File: src/rtl/calc_pkg.sv
// Shared constants and types for the calculator sequencing controller.
package calc_pkg;

    // Datapath operation codes presented on op_code
    localparam logic [1:0] OP_ADD  = 2'd0;
    localparam logic [1:0] OP_SUB  = 2'd1;
    localparam logic [1:0] OP_MUL  = 2'd2;
    localparam logic [1:0] OP_PASS = 2'd3;

    // Digit code the 7-seg decoder renders as a dash (negative sign)
    localparam logic [3:0] DIG_DASH = 4'd10;

    // One shift-add-3 iteration per result bit
    localparam int BCD_ITER = 10;

    typedef enum logic [2:0] {
        ST_IDLE    = 3'd0,
        ST_LATCH   = 3'd1,
        ST_WAIT    = 3'd2,
        ST_CAPTURE = 3'd3,
        ST_CONVERT = 3'd4,
        ST_DONE    = 3'd5
    } state_t;

    // Add 3 to every BCD nibble that is 5 or more, ahead of the left shift
    function automatic logic [15:0] bcd_adjust(input logic [15:0] bcd);
        logic [15:0] r;
        r = '0;
        for (int i = 0; i < 4; i++) begin
            r[4*i +: 4] = (bcd[4*i +: 4] >= 4'd5) ? bcd[4*i +: 4] + 4'd3 : bcd[4*i +: 4];
        end
        return r;
    endfunction

endpackage

File: src/rtl/calc_seq_ctrl_key_debounce.sv
// Per-key synchroniser, debouncer and press detector. The key is active-low;
// press is a one-cycle pulse on each accepted 1->0 transition of the
// debounced level, so holding a key produces exactly one pulse.
module key_debounce #(
    parameter int DEB_CYCLES = 500000
) (
    input  logic clk,
    input  logic rst_n,
    input  logic key_n,
    output logic press
);

    localparam int CW = (DEB_CYCLES > 1) ? $clog2(DEB_CYCLES) : 1;

    logic          sync1;
    logic          sync2;
    logic          sync_prev;
    logic          deb;
    logic          deb_prev;
    logic [CW-1:0] cnt;

    // Synchronise the key, restart the count on any synced change, and accept
    // the new level once it has stayed put for DEB_CYCLES cycles
    always_ff @(posedge clk or negedge rst_n) begin
        if (!rst_n) begin
            sync1     <= 1'b1;
            sync2     <= 1'b1;
            sync_prev <= 1'b1;
            deb       <= 1'b1;
            deb_prev  <= 1'b1;
            cnt       <= '0;
        end else begin
            sync1     <= key_n;
            sync2     <= sync1;
            sync_prev <= sync2;
            deb_prev  <= deb;
            if (sync2 != sync_prev || sync2 == deb) begin
                cnt <= '0;
            end else if (cnt == CW'(DEB_CYCLES - 1)) begin
                deb <= sync2;
                cnt <= '0;
            end else begin
                cnt <= cnt + CW'(1);
            end
        end
    end

    assign press = deb_prev & ~deb;

endmodule

File: src/rtl/calc_seq_ctrl.sv
// Sequencing controller for the switch-driven 5-bit calculator: debounced op
// keys start one operation at a time, the datapath result is captured after
// its latency, converted to BCD serially and published to the HEX digits.
module calc_seq_ctrl
    import calc_pkg::*;
#(
    parameter int DEB_CYCLES = 500000,
    parameter int DP_LAT     = 1
) (
    input  logic       CLOCK_50,
    input  logic       RESET_N,
    input  logic [9:0] SW,
    input  logic [2:0] KEY,
    output logic [1:0] op_code,
    output logic [4:0] op_a,
    output logic [4:0] op_b,
    input  logic [9:0] res_in,
    input  logic       neg_in,
    output logic [9:0] LEDR,
    output logic [3:0] dig0,
    output logic [3:0] dig1,
    output logic [3:0] dig2,
    output logic [3:0] dig3,
    output logic       minus,
    output logic       busy,
    output logic       done
);

    localparam int WW = (DP_LAT > 0) ? $clog2(DP_LAT + 1) : 1;

    state_t        state;
    logic [2:0]    press;
    logic [1:0]    sel_op;
    logic [WW-1:0] wait_cnt;
    logic [3:0]    iter;
    logic [25:0]   shreg;
    logic [25:0]   shift_next;

    for (genvar k = 0; k < 3; k++) begin : g_key
        key_debounce #(
            .DEB_CYCLES(DEB_CYCLES)
        ) u_deb (
            .clk  (CLOCK_50),
            .rst_n(RESET_N),
            .key_n(KEY[k]),
            .press(press[k])
        );
    end

    // KEY0 wins over KEY1 over KEY2 when presses land in the same cycle
    always_comb begin
        sel_op = OP_MUL;
        if (press[0]) begin
            sel_op = OP_ADD;
        end else if (press[1]) begin
            sel_op = OP_SUB;
        end
    end

    // One shift-add-3 step over the {bcd, bin} register
    always_comb begin
        shift_next = {bcd_adjust(shreg[25:10]), shreg[9:0]} << 1;
    end

    // Operation sequencer. Operands and opcode are latched on the way into
    // LATCH so they are already stable while LATCH is active; digits are loaded
    // on the way into DONE so they are valid in the same cycle as the done pulse.
    always_ff @(posedge CLOCK_50 or negedge RESET_N) begin
        if (!RESET_N) begin
            state    <= ST_IDLE;
            op_code  <= OP_PASS;
            op_a     <= '0;
            op_b     <= '0;
            LEDR     <= '0;
            minus    <= 1'b0;
            dig0     <= '0;
            dig1     <= '0;
            dig2     <= '0;
            dig3     <= '0;
            wait_cnt <= '0;
            iter     <= '0;
            shreg    <= '0;
        end else begin
            case (state)
                ST_IDLE: begin
                    if (|press) begin
                        op_a    <= SW[9:5];
                        op_b    <= SW[4:0];
                        op_code <= sel_op;
                        state   <= ST_LATCH;
                    end
                end
                ST_LATCH: begin
                    wait_cnt <= WW'(DP_LAT - 1);
                    state    <= ST_WAIT;
                end
                ST_WAIT: begin
                    if (wait_cnt == '0) begin
                        state <= ST_CAPTURE;
                    end else begin
                        wait_cnt <= wait_cnt - WW'(1);
                    end
                end
                ST_CAPTURE: begin
                    LEDR  <= res_in;
                    minus <= neg_in;
                    shreg <= {16'd0, res_in};
                    iter  <= '0;
                    state <= ST_CONVERT;
                end
                ST_CONVERT: begin
                    shreg <= shift_next;
                    if (iter == 4'(BCD_ITER - 1)) begin
                        dig0  <= shift_next[13:10];
                        dig1  <= shift_next[17:14];
                        dig2  <= shift_next[21:18];
                        dig3  <= minus ? DIG_DASH : shift_next[25:22];
                        state <= ST_DONE;
                    end else begin
                        iter <= iter + 4'd1;
                    end
                end
                ST_DONE: begin
                    state <= ST_IDLE;
                end
                default: begin
                    state <= ST_IDLE;
                end
            endcase
        end
    end

    assign busy = (state == ST_LATCH) || (state == ST_WAIT) ||
                  (state == ST_CAPTURE) || (state == ST_CONVERT);
    assign done = (state == ST_DONE);

endmodule

File: config.mk
export PLATFORM = sky130hd
export DESIGN_NAME = calc_seq_ctrl
export DESIGN_NICKNAME = d
export VERILOG_FILES = /design/src/rtl/calc_pkg.sv /design/src/rtl/calc_seq_ctrl_key_debounce.sv /design/src/rtl/calc_seq_ctrl.sv
export SDC_FILE = /design/constraint.sdc
export NUM_CORES = 1
export LEC_CHECK = 0
export ABC_AREA = 1
export ABC_CLOCK_PERIOD_IN_PS = 3200
export CORE_UTILIZATION = 35
export DETAILED_ROUTE_END_ITERATION = 8
export DONT_BUFFER_PORTS = 1
export GPL_ROUTABILITY_DRIVEN = 0
export GPL_TIMING_DRIVEN = 0
export PLACE_DENSITY = 0.48
export SLEW_MARGIN = 20
export SYNTH_ARGS = -nofsm -noshare
export SYNTH_HDL_FRONTEND = slang
export SYNTH_SLANG_ARGS = --single-unit
File: constraint.sdc
create_clock -name CLOCK_50 -period 3.2 [get_ports CLOCK_50]
set_input_delay 0.64 -clock CLOCK_50 [delete_from_list [all_inputs] [get_ports CLOCK_50]]
set_output_delay 0.64 -clock CLOCK_50 [all_outputs]
set_load 0.05 [all_outputs]
==> impl_results.html <==
<table>
<tr><th>Metric</th><th>Value</th></tr>
<tr><th colspan="2">Floorplan</th></tr>
<tr><td>Total I/O pin count</td><td>67</td></tr>
<tr><td>Die extent in x</td><td>142 microns</td></tr>
<tr><td>DIE HEIGHT</td><td>142 microns</td></tr>
<tr><td>Initial core utilization</td><td>0.362</td></tr>
<tr><td>Area of the die</td><td>0.0202 sq mm</td></tr>
<tr><td>Core footprint</td><td>0.0190 sq mm</td></tr>
<tr><td>Cell Rows</td><td>50</td></tr>
<tr><th colspan="2">STA</th></tr>
<tr><td>Final number of max-transition violations</td><td>0</td></tr>
<tr><td>Final setup violating endpoints</td><td>0</td></tr>
<tr><td>Slew at the pin closest to its max-slew limit</td><td>944 ps</td></tr>
<tr><td>Period utilisation layout</td><td>0.865</td></tr>
<tr><td>Worst slack on hold paths</td><td>-80.0 ps</td></tr>
<tr><td>Accumulated negative setup slack</td><td>0 ps</td></tr>
<tr><td>Post-layout minimum cycle time</td><td>2770 ps</td></tr>
<tr><td>Headroom to the max-slew limit</td><td>0.368</td></tr>
<tr><td>Setup repair after global routing missed its margin</td><td>no</td></tr>
<tr><td>Worst clock skew</td><td>22.8 ps</td></tr>
<tr><td>Fmax achieved</td><td>361 MHz</td></tr>
<tr><td>Final hold violation count</td><td>127</td></tr>
<tr><td>Worst Setup Slack, final</td><td>432 ps</td></tr>
<tr><th colspan="2">Clock tree</th></tr>
<tr><td>H-tree depth</td><td>4</td></tr>
<tr><td>Clock Latency Late Sink</td><td>420 ps</td></tr>
<tr><td>Clock slew at the register clock pins of the worst setup and hold paths</td><td>60 ps</td></tr>
<tr><td>Maximum clock path buffer count</td><td>2</td></tr>
<tr><td>TritonCTS clock tree</td><td>built</td></tr>
<tr><td>Total clock buffers created by CTS</td><td>17</td></tr>
<tr><td>Number of gates resized after CTS</td><td>0</td></tr>
<tr><td>Post-CTS setup buffers</td><td>0</td></tr>
<tr><td>Total number of clock tree sinks</td><td>144</td></tr>
<tr><td>Root buffer selected by CTS</td><td>sky130_fd_sc_hd__clkbuf_16</td></tr>
<tr><th colspan="2">GRT</th></tr>
<tr><td>Global-route wire length before repair</td><td>24.7 mm</td></tr>
<tr><td>Maximum number of pins on one net before global-route repair</td><td>145</td></tr>
<tr><td>Number of antenna violations at the first check in global routing</td><td>0</td></tr>
<tr><td>GRT Total Usage</td><td>0.158</td></tr>
<tr><td>Total congestion overflow</td><td>0</td></tr>
<tr><td>Vias in the first global route</td><td>4,980</td></tr>
<tr><th colspan="2">Placed design</th></tr>
<tr><td>Number of input and output port buffers inserted</td><td>0</td></tr>
<tr><td>Total placed cells including tap cells</td><td>1,131</td></tr>
<tr><td>Estimated wirelength of the detail-placed design</td><td>10.3 mm</td></tr>
<tr><td>Area after detailed placement</td><td>0.00721 sq mm</td></tr>
<tr><td>Worst slack, placed</td><td>839 ps</td></tr>
<tr><th colspan="2">Pwr</th></tr>
<tr><td>Maximum VDD drop</td><td>362 uV</td></tr>
<tr><td>Clk network pwr share</td><td>0.540</td></tr>
<tr><td>Portion of total power attributed to combinational logic</td><td>0.009</td></tr>
<tr><td>Power per cell area</td><td>521 mW/mm^2</td></tr>
<tr><td>Leakage power</td><td>0.00351 uW</td></tr>
<tr><td>Cell-internal power</td><td>3280 uW</td></tr>
<tr><td>Sw Pwr</td><td>819 uW</td></tr>
<tr><td>Switching share of power</td><td>0.200</td></tr>
<tr><td>Portion of total power attributed to sequential cells</td><td>0.451</td></tr>
<tr><th colspan="2">Routing</th></tr>
<tr><td>Number of nets with antenna violations after detailed routing</td><td>0</td></tr>
<tr><td>Average vias per placed instance</td><td>4.47</td></tr>
<tr><td>Detailed-route via count</td><td>5,193</td></tr>
<tr><td>Drt total wl</td><td>14.7 mm</td></tr>
<tr><td>TritonRoute pass-1 iters</td><td>4</td></tr>
<tr><td>Post-detailed-route wirelength per cell</td><td>12.7 microns</td></tr>
<tr><td>Drt drc</td><td>0</td></tr>
<tr><td>Iteration-0 DRC Markers</td><td>283</td></tr>
<tr><th colspan="2">Critical path</th></tr>
<tr><td>Gate family responsible for the most delay along the worst path</td><td>simple AND/OR/NAND/NOR gates</td></tr>
<tr><td>Destination of the worst register-to-register timing path</td><td>g_key[1].u_deb.cnt[14]$_DFF_PN0_</td></tr>
<tr><td>Capture point of the critical path</td><td>busy</td></tr>
<tr><td>Crit Reg-Reg Startpoint</td><td>g_key[1].u_deb.sync2$_DFF_PN1_</td></tr>
<tr><td>Critical path class</td><td>flop to output port</td></tr>
<tr><td>Highest net fanout along the worst path</td><td>10</td></tr>
<tr><td>Kind of start point of the critical path</td><td>flop</td></tr>
<tr><td>Critical path depth in cells</td><td>6</td></tr>
<tr><td>FF-to-FF path depth</td><td>6</td></tr>
<tr><td>Critical path capture point type</td><td>output port</td></tr>
<tr><td>Cell at the slowest stage of the critical path</td><td>sky130_fd_sc_hd__nand2_1</td></tr>
<tr><td>CP Launch Point</td><td>state[0]$_DFFE_PN0P_</td></tr>
<tr><td>Data arrival time of the worst path</td><td>2130 ps</td></tr>
<tr><td>Worst reg2reg setup slack</td><td>1460 ps</td></tr>
<tr><td>Sum of buffers and inverters on the critical path</td><td>3</td></tr>
<tr><td>Critical path data required time</td><td>2560 ps</td></tr>
<tr><td>Crit-path max cell delay</td><td>500 ps</td></tr>
<tr><td>Critical Path, Cell by Cell</td><td>inv_1 &gt; nand2_2 &gt; nor2_8 &gt; inv_2 &gt; clkbuf_1 &gt; nand2_1</td></tr>
<tr><th colspan="2">Yosys</th></tr>
<tr><td>Post-synth EDFFs</td><td>0</td></tr>
<tr><td>Post-synthesis sequential area ratio</td><td>0.527</td></tr>
<tr><td>Top cells by instance count after synthesis</td><td>sky130_fd_sc_hd__nand2_1 (287), sky130_fd_sc_hd__nor2_1 (152), sky130_fd_sc_hd__dfrtp_1 (127)</td></tr>
<tr><td>Post-synthesis cell count</td><td>871</td></tr>
<tr><td>Synthesized netlist net count</td><td>910</td></tr>
<tr><td>Most area-hungry cell type in the Yosys netlist</td><td>sky130_fd_sc_hd__dfrtp_1</td></tr>
<tr><td>Cell area after synthesis</td><td>0.00688 sq mm</td></tr>
<tr><td>Mean instance size in the synthesized netlist</td><td>7.90 sq um</td></tr>
<tr><td>Top cells by area in the synthesized netlist</td><td>sky130_fd_sc_hd__dfrtp_1 (46%), sky130_fd_sc_hd__nand2_1 (16%), sky130_fd_sc_hd__nor2_1 (8.3%)</td></tr>
<tr><td>Dominant cell by count in the synthesized netlist</td><td>sky130_fd_sc_hd__nand2_1</td></tr>
<tr><td>Portion of synthesized cell area occupied by the leading cell type</td><td>0.462</td></tr>
<tr><td>Warning count from the yosys run</td><td>0</td></tr>
<tr><td>Leading register cell type out of synthesis</td><td>sky130_fd_sc_hd__dfrtp_1</td></tr>
<tr><td>Number of different library cells in the post-synthesis netlist</td><td>32</td></tr>
<tr><td>Share of synthesized registers carrying an async set or reset</td><td>1.00</td></tr>
<tr><td>Flip-flop and latch count after synthesis</td><td>144</td></tr>
<tr><th colspan="2">Final layout</th></tr>
<tr><td>Final cell count without fillers</td><td>1,163</td></tr>
<tr><td>Post-Layout Inst Area</td><td>0.00788 sq mm</td></tr>
<tr><td>N_diodes</td><td>0</td></tr>
<tr><td>Ratio of cells with drive above 1 in the final layout</td><td>0.0709</td></tr>
<tr><td>Total Nets Final</td><td>929</td></tr>
<tr><td># fillers</td><td>1,991</td></tr>
<tr><td>Area growth from synthesis to layout</td><td>14.4%</td></tr>
<tr><th colspan="2">Run</th></tr>
<tr><td>Number of max-cap violations</td><td>0</td></tr>
<tr><th colspan="2">Run status</th></tr>
<tr><td>Run status</td><td>complete, but fails checks</td></tr>
<tr><td>Failing checks</td><td>hold timing</td></tr>
<tr><th colspan="2">Worst hold path</th></tr>
<tr><td>Classification of the worst-slack hold path</td><td>input port to asynchronous set/reset pin</td></tr>
</table>
[how the worst min path moves through the flow]
stage                                       endpoint  slack [ps]  depth (start not counted)
finish              g_key[0].u_deb.cnt[15]$_DFF_PN0_         -80                          0
global route        g_key[0].u_deb.cnt[11]$_DFF_PN0_        -110                          0
CTS                 g_key[0].u_deb.cnt[15]$_DFF_PN0_        -100                          0
detailed placement  g_key[0].u_deb.cnt[11]$_DFF_PN0_         350                          0
global placement    g_key[0].u_deb.cnt[11]$_DFF_PN0_         350                          0
floorplan                        LEDR[0]$_DFFE_PN0P_         340                          0
[layout make-up]
class                   count  area [sq um]  share of cell area
multi-input cells         623          2860               0.363
well taps                 260           325              0.0413
inverters                  94           353              0.0448
clock inverters            12           205              0.0261
plain buffers              10          55.1             0.00699
clock buffers              20           457              0.0580
flip-flops and latches    144          3620               0.460
[power by group through the flow]
| stage | Combinational [uW] | Clock, uW | Sequential, uW |
|---|---|---|---|
| 2_1_floorplan | 28.8 | 0 | 1880 |
| 6_report | 38.0 | 2210 | 1850 |
| 5_1_grt | 46.7 | 2360 | 1850 |
| 3_5_place_dp | 38.9 | 0 | 1880 |
| 3_3_place_gp | 39.4 | 0 | 1880 |
| 4_1_cts | 39.5 | 2280 | 1850 |
[layer usage]
metal  vias up  routed length [microns]  global-route usage
met5         -                        0                   0
met4         0                      137              0.0577
met3        15                      492              0.0404
met2        70                     6950               0.252
met1      2355                     7150               0.207
li1       2753                        -                   -
[registers in the layout (all words and copies together) (netlist names)]
signal,count
op_a,5
dig3,4
op_code,2
g_key.u_deb.deb,3
dig0,4
g_key.u_deb.deb_prev,3
shreg,26
LEDR,10
op_b,5
state,3
g_key.u_deb.sync2,3
dig1,4
g_key.u_deb.cnt,57
dig2,4
iter,4
g_key.u_deb.sync_prev,3
minus,1
g_key.u_deb.sync1,3
[worst register-to-register path: cells and delay by family (launching register included)]
| kind | cells | cell delay, ps |
|---|---|---|
| AO/OA/AOI/OAI | 2 | 620 |
| buffers and inverters | 1 | 50 |
| AND/OR/NAND/NOR | 3 | 470 |
| flip-flops | 1 | 540 |
[cells by family after synthesis]
logic type	Yosys count	share of synthesized area
DFF	144	0.527
AOI/OAI and AO/OA	75	0.0600
xor gates and xnor gates	27	0.0344
adders and majority gates	13	0.0236
and+or+nand+nor	508	0.296
buffers and inverters	104	0.0593
[placed cells by master, fill, tap and decap left out, types with 3 or more instances in the layout]
cell                        instances
sky130_fd_sc_hd__a21oi_1           17
sky130_fd_sc_hd__inv_1             89
sky130_fd_sc_hd__nor3_1            12
sky130_fd_sc_hd__dfrtp_1          127
sky130_fd_sc_hd__ha_1              13
sky130_fd_sc_hd__inv_2              4
sky130_fd_sc_hd__nand4_1            8
sky130_fd_sc_hd__o22ai_1            8
sky130_fd_sc_hd__nand3_1           40
sky130_fd_sc_hd__clkbuf_16         17
sky130_fd_sc_hd__nand2_2            3
sky130_fd_sc_hd__dfstp_2           17
sky130_fd_sc_hd__xor2_1            22
sky130_fd_sc_hd__o21bai_1           3
sky130_fd_sc_hd__xnor2_1            5
sky130_fd_sc_hd__bufinv_16          5
sky130_fd_sc_hd__o21ai_0           34
sky130_fd_sc_hd__nor2_1           152
sky130_fd_sc_hd__o211ai_1           4
sky130_fd_sc_hd__o21ai_1            5
sky130_fd_sc_hd__nand2_1          287
sky130_fd_sc_hd__clkbuf_1           5
[per-stage QoR]
stage	util	power, uW
final	0.414	4100
after global routing	0.414	4260
after CTS	0.414	4170
after global placement	0.379	1920
after detailed placement	0.379	1920
after floorplan	-	1910
(Power assumes the default switching activity.)
